[src/rtl/detector_sequencer_if.sv]
// Bundle between the switch/button front end, the run controller and the
// detector instance. The sequencer is the slave: it takes run requests and
// the detector response, and drives the detector input plus run results.
interface detector_sequencer_if;
  logic        start;
  logic        abort;
  logic [15:0] pattern;
  logic [4:0]  length;
  logic        z_in;
  logic        w;
  logic        fsm_reset;
  logic        busy;
  logic        done;
  logic [4:0]  hits;
  logic [15:0] hit_mask;

  modport master (
    output start, abort, pattern, length, z_in,
    input  w, fsm_reset, busy, done, hits, hit_mask
  );

  modport slave (
    input  start, abort, pattern, length, z_in,
    output w, fsm_reset, busy, done, hits, hit_mask
  );
endinterface

[src/rtl/detector_sequencer.sv]
// Run controller for the 3-bit sequence detector: resets the detector, feeds
// a latched pattern LSB first on w, records z one cycle after each bit and
// reports a per-bit hit mask, a hit count and a one-cycle done pulse.
module detector_sequencer (
  input  logic                 clk,
  input  logic                 reset,
  detector_sequencer_if.slave  bus
);

  typedef enum logic [2:0] {
    ST_IDLE  = 3'd0,
    ST_CLEAR = 3'd1,
    ST_SHIFT = 3'd2,
    ST_DRAIN = 3'd3,
    ST_DONE  = 3'd4
  } state_t;

  state_t      state_q, state_d;
  logic [15:0] pattern_q, pattern_d;
  logic [4:0]  len_q, len_d;
  logic [3:0]  idx_q, idx_d;
  logic [15:0] hit_mask_q, hit_mask_d;
  logic [4:0]  hits_q, hits_d;

  logic        busy_s;
  logic        accept_start;
  logic        abort_run;
  logic        last_bit;
  logic        sample_en;
  logic        clear_results;
  logic [3:0]  sample_idx;
  logic [4:0]  len_clamped;

  // Lengths above the pattern width run the full pattern.
  assign len_clamped   = (bus.length > 5'd16) ? 5'd16 : bus.length;
  assign busy_s        = (state_q == ST_CLEAR) || (state_q == ST_SHIFT) ||
                         (state_q == ST_DRAIN);
  assign accept_start  = (state_q == ST_IDLE) && bus.start;
  assign abort_run     = busy_s && bus.abort;
  assign last_bit      = ({1'b0, idx_q} == (len_q - 5'd1));
  assign clear_results = accept_start || abort_run;

  // z lags w by one cycle, so SHIFT with idx records bit idx-1 and DRAIN
  // records the final bit. idx is left at len-1 on entry to DRAIN, so it
  // already names that final bit.
  assign sample_en  = !abort_run &&
                      (((state_q == ST_SHIFT) && (idx_q != 4'd0)) ||
                       (state_q == ST_DRAIN));
  assign sample_idx = (state_q == ST_DRAIN) ? idx_q : (idx_q - 4'd1);

  // State register.
  always_ff @(posedge clk) begin
    if (reset) begin
      state_q <= ST_IDLE;
    end else begin
      state_q <= state_d;
    end
  end

  // Next-state decode; abort from any busy state wins over normal flow.
  always_comb begin
    state_d = state_q;
    case (state_q)
      ST_IDLE: begin
        if (bus.start) begin
          state_d = (len_clamped == 5'd0) ? ST_DONE : ST_CLEAR;
        end
      end
      ST_CLEAR: state_d = ST_SHIFT;
      ST_SHIFT: begin
        if (last_bit) begin
          state_d = ST_DRAIN;
        end
      end
      ST_DRAIN: state_d = ST_DONE;
      ST_DONE:  state_d = ST_IDLE;
      default:  state_d = ST_IDLE;
    endcase
    if (abort_run) begin
      state_d = ST_IDLE;
    end
  end

  // Output decode; fsm_reset also covers the controller's own reset and abort.
  always_comb begin
    bus.w         = 1'b0;
    bus.done      = 1'b0;
    bus.busy      = busy_s;
    bus.fsm_reset = reset || abort_run;
    bus.hits      = hits_q;
    bus.hit_mask  = hit_mask_q;
    case (state_q)
      ST_CLEAR: bus.fsm_reset = 1'b1;
      ST_SHIFT: bus.w = pattern_q[idx_q];
      ST_DONE:  bus.done = 1'b1;
      default:  ;
    endcase
  end

  // Run parameters, bit index and hit counter.
  always_comb begin
    pattern_d = pattern_q;
    len_d     = len_q;
    idx_d     = idx_q;
    hits_d    = hits_q;
    if (accept_start) begin
      pattern_d = bus.pattern;
      len_d     = len_clamped;
    end
    if (state_q == ST_CLEAR) begin
      idx_d = 4'd0;
    end else if ((state_q == ST_SHIFT) && !last_bit) begin
      idx_d = idx_q + 4'd1;
    end
    if (clear_results) begin
      hits_d = 5'd0;
    end else if (sample_en && bus.z_in) begin
      hits_d = hits_q + 5'd1;
    end
  end

  // Per-bit hit mask update: each bit only listens when it is being sampled.
  generate
    for (genvar gi = 0; gi < 16; gi++) begin : g_hit
      assign hit_mask_d[gi] = clear_results ? 1'b0 :
                              (sample_en && (sample_idx == 4'(gi))) ? bus.z_in :
                              hit_mask_q[gi];
    end
  endgenerate

  // Datapath registers.
  always_ff @(posedge clk) begin
    if (reset) begin
      pattern_q  <= 16'd0;
      len_q      <= 5'd0;
      idx_q      <= 4'd0;
      hit_mask_q <= 16'd0;
      hits_q     <= 5'd0;
    end else begin
      pattern_q  <= pattern_d;
      len_q      <= len_d;
      idx_q      <= idx_d;
      hit_mask_q <= hit_mask_d;
      hits_q     <= hits_d;
    end
  end

endmodule
[src/flat_wrapper.sv]
// flat-port wrapper written by rule: the top's interface ports become plain ports
module detector_sequencer_flat 
  (clk, reset, bus_start, bus_abort, bus_pattern, bus_length, bus_z_in, bus_w, bus_fsm_reset, bus_busy, bus_done, bus_hits, bus_hit_mask);
  detector_sequencer_if bus_i ();
  input  logic clk;
  input  logic reset;
  input wire logic [$bits(bus_i.start)-1:0] bus_start;
  input wire logic [$bits(bus_i.abort)-1:0] bus_abort;
  input wire logic [$bits(bus_i.pattern)-1:0] bus_pattern;
  input wire logic [$bits(bus_i.length)-1:0] bus_length;
  input wire logic [$bits(bus_i.z_in)-1:0] bus_z_in;
  output wire logic [$bits(bus_i.w)-1:0] bus_w;
  output wire logic [$bits(bus_i.fsm_reset)-1:0] bus_fsm_reset;
  output wire logic [$bits(bus_i.busy)-1:0] bus_busy;
  output wire logic [$bits(bus_i.done)-1:0] bus_done;
  output wire logic [$bits(bus_i.hits)-1:0] bus_hits;
  output wire logic [$bits(bus_i.hit_mask)-1:0] bus_hit_mask;
  assign bus_i.start = bus_start;
  assign bus_i.abort = bus_abort;
  assign bus_i.pattern = bus_pattern;
  assign bus_i.length = bus_length;
  assign bus_i.z_in = bus_z_in;
  assign bus_w = bus_i.w;
  assign bus_fsm_reset = bus_i.fsm_reset;
  assign bus_busy = bus_i.busy;
  assign bus_done = bus_i.done;
  assign bus_hits = bus_i.hits;
  assign bus_hit_mask = bus_i.hit_mask;
  detector_sequencer u_core (.clk(clk), .reset(reset), .bus(bus_i));
endmodule
[config.mk]
export PLATFORM = sky130hd
export DESIGN_NAME = detector_sequencer_flat
export DESIGN_NICKNAME = d
export VERILOG_FILES = /design/src/rtl/detector_sequencer_if.sv /design/src/rtl/detector_sequencer.sv /design/src/flat_wrapper.sv
export SDC_FILE = /design/constraint.sdc
export NUM_CORES = 1
export LEC_CHECK = 0
export BUFFER_PORTS_ARGS = -buffer_cell sky130_fd_sc_hd__buf_2
export CAP_MARGIN = 25
export CORE_ASPECT_RATIO = 1.4
export CORE_UTILIZATION = 45
export DETAILED_ROUTE_END_ITERATION = 10
export PLACE_DENSITY = 0.65
export SETUP_SLACK_MARGIN = 0.05
export SLEW_MARGIN = 15
export SYNTH_ARGS = -nofsm -noshare
export SYNTH_HDL_FRONTEND = slang
export SYNTH_SLANG_ARGS = --single-unit
[constraint.sdc]
create_clock -name clk -period 2.55 [get_ports clk]
set_clock_uncertainty 0.2 [all_clocks]
set_input_delay 0.3825 -clock clk [delete_from_list [all_inputs] [get_ports clk]]
set_output_delay 0.3825 -clock clk [all_outputs]
set_load 0.005 [all_outputs]
==> impl_metrics.py <==
metrics = {
    "layout": {
        "final_cell_mix": "nand2_1 (77), buf_2 (49), dfxtp_1 (48), a21oi_1 (26), mux2i_1 (17)",
        "layout-drive-gt1-share": 0.2371,
        "nNetsFinal": 379,
        "stdcell_count": 416,
        "synthToLayoutAreaGrowth_pct": 15.59,
        "num_antenna_cells": 0,
        "layout_commonest_cell": "nand2_1",
        "fin_area_um2": 2923,
        "nFillCells": 531,
    },
    "critical_path": {
        "r2r_slack_ns": 0.32,
        "worst_setup_path_start_kind": "register",
        "cp.depth": 4,
        "worstPathRequired_ns": 1.97,
        "end_kind": "output port",
        "startpoint": "u_core.idx_q[0]",
        "endpoint": "bus_w",
        "crit_family": "multiplexers",
        "r2r_start": "u_core.state_q[1]",
        "cp.arrival_ns": 1.99,
        "critPathMaxFanout": 6,
        "cp_slowest_stage_delay_ns": 0.53,
        "cp_num_buf_inv": 1,
        "r2r_cells": 5,
        "worstPathCellList": "mux4_2 -> mux4_2 -> and2_4 -> buf_6",
        "path_class": "register to output port",
        "crit_top_cell": "mux4_2",
        "worstReg2RegEnd": "u_core.bus.hit_mask[5]",
        "slowest_stage": "mux4_2",
    },
    "die": {
        "fp.dieH_um": 90.70,
        "die_area_um2": 5927,
        "rows": 31,
        "die_width_um": 65.36,
        "initial_core_util": 0.4794,
        "core_um2": 5275,
        "ios": 51,
    },
    "run_status": {
        "violations": "negative setup slack",
        "status": "complete, but fails checks",
    },
    "clock_network": {
        "clock_sinks": 49,
        "htreeDepth": 2,
        "max-clock-path-buffers": 2,
        "cts_root_buf": "clkbuf_8",
        "postCtsSetupRepairBufs": 0,
        "tritoncts": "yes",
        "path_clk_slew_ns": 0.09,
        "cts_buffers": 5,
        "insertion_delay_ns": 0.30,
    },
    "synth": {
        "ys.flop_type": "dfxtp_1",
        "ys_warn_count": 0,
        "synth_top_cell_by_area": "dfxtp_1",
        "yosysUniqueCellTypes": 50,
        "syn_nets": 331,
        "async_reset_ff_frac": 0,
        "synth_edf_count": 0,
        "synth_area_leaders": "dfxtp_1 (39%), nand2_1 (11%), mux2i_1 (6.7%), a21oi_1 (5.1%), mux4_2 (2.7%)",
        "syn_avg_cell_area_um2": 8.401,
        "synth_top_area_frac": 0.3879,
        "netlist_instances": 301,
        "yosysSeqAreaShare": 0.3879,
        "syn_area_um2": 2529,
        "ys_ff_latch": 49,
    },
    "sta": {
        "holdWs_ns": 0.1090,
        "slew_headroom": 0.5332,
        "min_period_ns": 2.577,
        "slew_viol_final": 0,
        "worstMarginPinSlew_ns": 0.7002,
        "fin_crit_sh": 1.011,
        "max_freq_ghz": 0.3880,
        "setup_tns_ns": -0.02704,
        "fin_ws_ns": -0.02704,
        "finalSetupViolations": 1,
        "rsz0062_at_grt": "yes",
        "finalHoldViolCount": 0,
    },
    "min_path": {
        "hold_depth": 3,
        "min_path_type": "primary input to register",
    },
    "drt": {
        "postRouteAntennaNets": 0,
        "drt_wl_total_um": 5509,
        "drcViolationCount": 0,
        "initialDrtViolationCount": 108,
        "routedWlPerCell_um": 13.24,
        "vias": 2207,
        "firstDrtPassIters": 4,
        "viasPerCell": 5.305,
    },
    "placement": {
        "numPortBuffers": 50,
        "dp_hpwl_um": 4047,
        "place.gp.congestion": 0.8087,
        "place_area_um2": 2835,
        "dp.cells": 408,
    },
    "global_routing": {
        "grt_max_degree": 28,
        "grt_pass1_wl_um": 9163,
        "grt_antenna_before_repair": 0,
        "grt.overflow.total": 0,
        "grt_pass1_vias": 2065,
        "track_usage": 0.1981,
    },
    "pwr": {
        "powerDensity_nw_per_um2": 508.8,
        "vdd_ir_drop_max_mv": 0.3649,
        "power.leakage_nw": 1.292,
    },
    "job": {
        "drv_cap": 0,
    },
}
[tightest hold or removal path, cell delays in order]
cell	delay, ns
buf_2	0.09
nand2_1	0.05
a21oi_1	0.05
[registers in the layout, indices dropped and copies added (netlist names)]
register             cells
u_core.pattern_q        16
u_core.bus.hits          5
u_core.len_q             5
u_core.state_q           3
u_core.idx_q             4
u_core.bus.hit_mask     16
[final cells by class]
cell class,instances,area [um2],share of cell area
multi-input combinational,227,1423,0.4867
sequential,49,984.7,0.3369
timing repair buffer,59,324.1,0.1109
tap,66,82.58,0.02825
clock buffer,6,72.57,0.02483
inverter,7,26.28,0.008990
clock inverter,2,10.01,0.003425
[per-layer routing]
layer / global-route usage / vias to the layer above / share of wire
li1: - / 1128 / -
met1: 0.2221 / 1019 / 0.42
met2: 0.3540 / 51 / 0.53
met3: 0.04293 / 9 / 0.037
met4: 0.07428 / 0 / 0.018
met5: 0 / - / 0
[cells in the mapped netlist, drive strengths merged, types with 3 or more instances]
| cell | count |
|---|---|
| mux2i | 17 |
| nand3 | 9 |
| nand2 | 78 |
| inv | 7 |
| xor2 | 7 |
| nor3 | 7 |
| a21oi | 26 |
| nand3b | 5 |
| clkbuf | 7 |
| xnor2 | 3 |
| mux4 | 5 |
| nor2 | 17 |
| and2 | 5 |
| ha | 4 |
| buf | 11 |
| o21ai | 6 |
| nand4 | 4 |
| dfxtp | 49 |
[power by group]
group	internal [mW]	leakage [nW]	switching [mW]
Sequential	0.793	0.399	0.0300
Combinational	0.0926	0.849	0.127
Clock	0.191	0.0450	0.253
[cell families (layout without fill, tap and decap cells)]
group                      count (synthesis)  in the layout  synth area share
and+or+nand+nor                          141            141            0.2598
buffers and inverters                     25             74           0.04750
DFF                                       49             49            0.3879
adders and majority gates                  4              4           0.01979
xor gates and xnor gates                  10             10           0.03464
muxes                                     23             23            0.1192
AOI/OAI and AO/OA                         49             49            0.1311
[worst min-delay path by stage]
stage	start	end	slack [ns]
5_1_grt	bus_pattern[3]	u_core.pattern_q[3]	0.1
3_5_place_dp	u_core.pattern_q[13]	u_core.pattern_q[13]	0.25
6_report	bus_pattern[10]	u_core.pattern_q[10]	0.11
4_1_cts	bus_pattern[3]	u_core.pattern_q[3]	0.10
3_3_place_gp	u_core.bus.hit_mask[9]	u_core.bus.hit_mask[9]	0.24
2_1_floorplan	u_core.pattern_q[3]	u_core.pattern_q[3]	0.23
[what timing repair did]
action	4_1_cts	5_1_grt
gates resized for setup	6	0
hold endpoints to repair	0	0
hold buffers	0	0
setup endpoints to repair	1	1
[stage by stage]
step	power, mW	util	setup slack [ns]
2_1_floorplan	0.9921	-	0.3098
3_3_place_gp	1.057	0.5375	0.1965
3_5_place_dp	1.062	0.5375	0.1261
4_1_cts	1.503	0.5541	-0.04524
5_1_grt	1.566	0.5541	-0.08340
6_report	1.487	0.5541	-0.02704
Power figures use the tool's default switching activity.
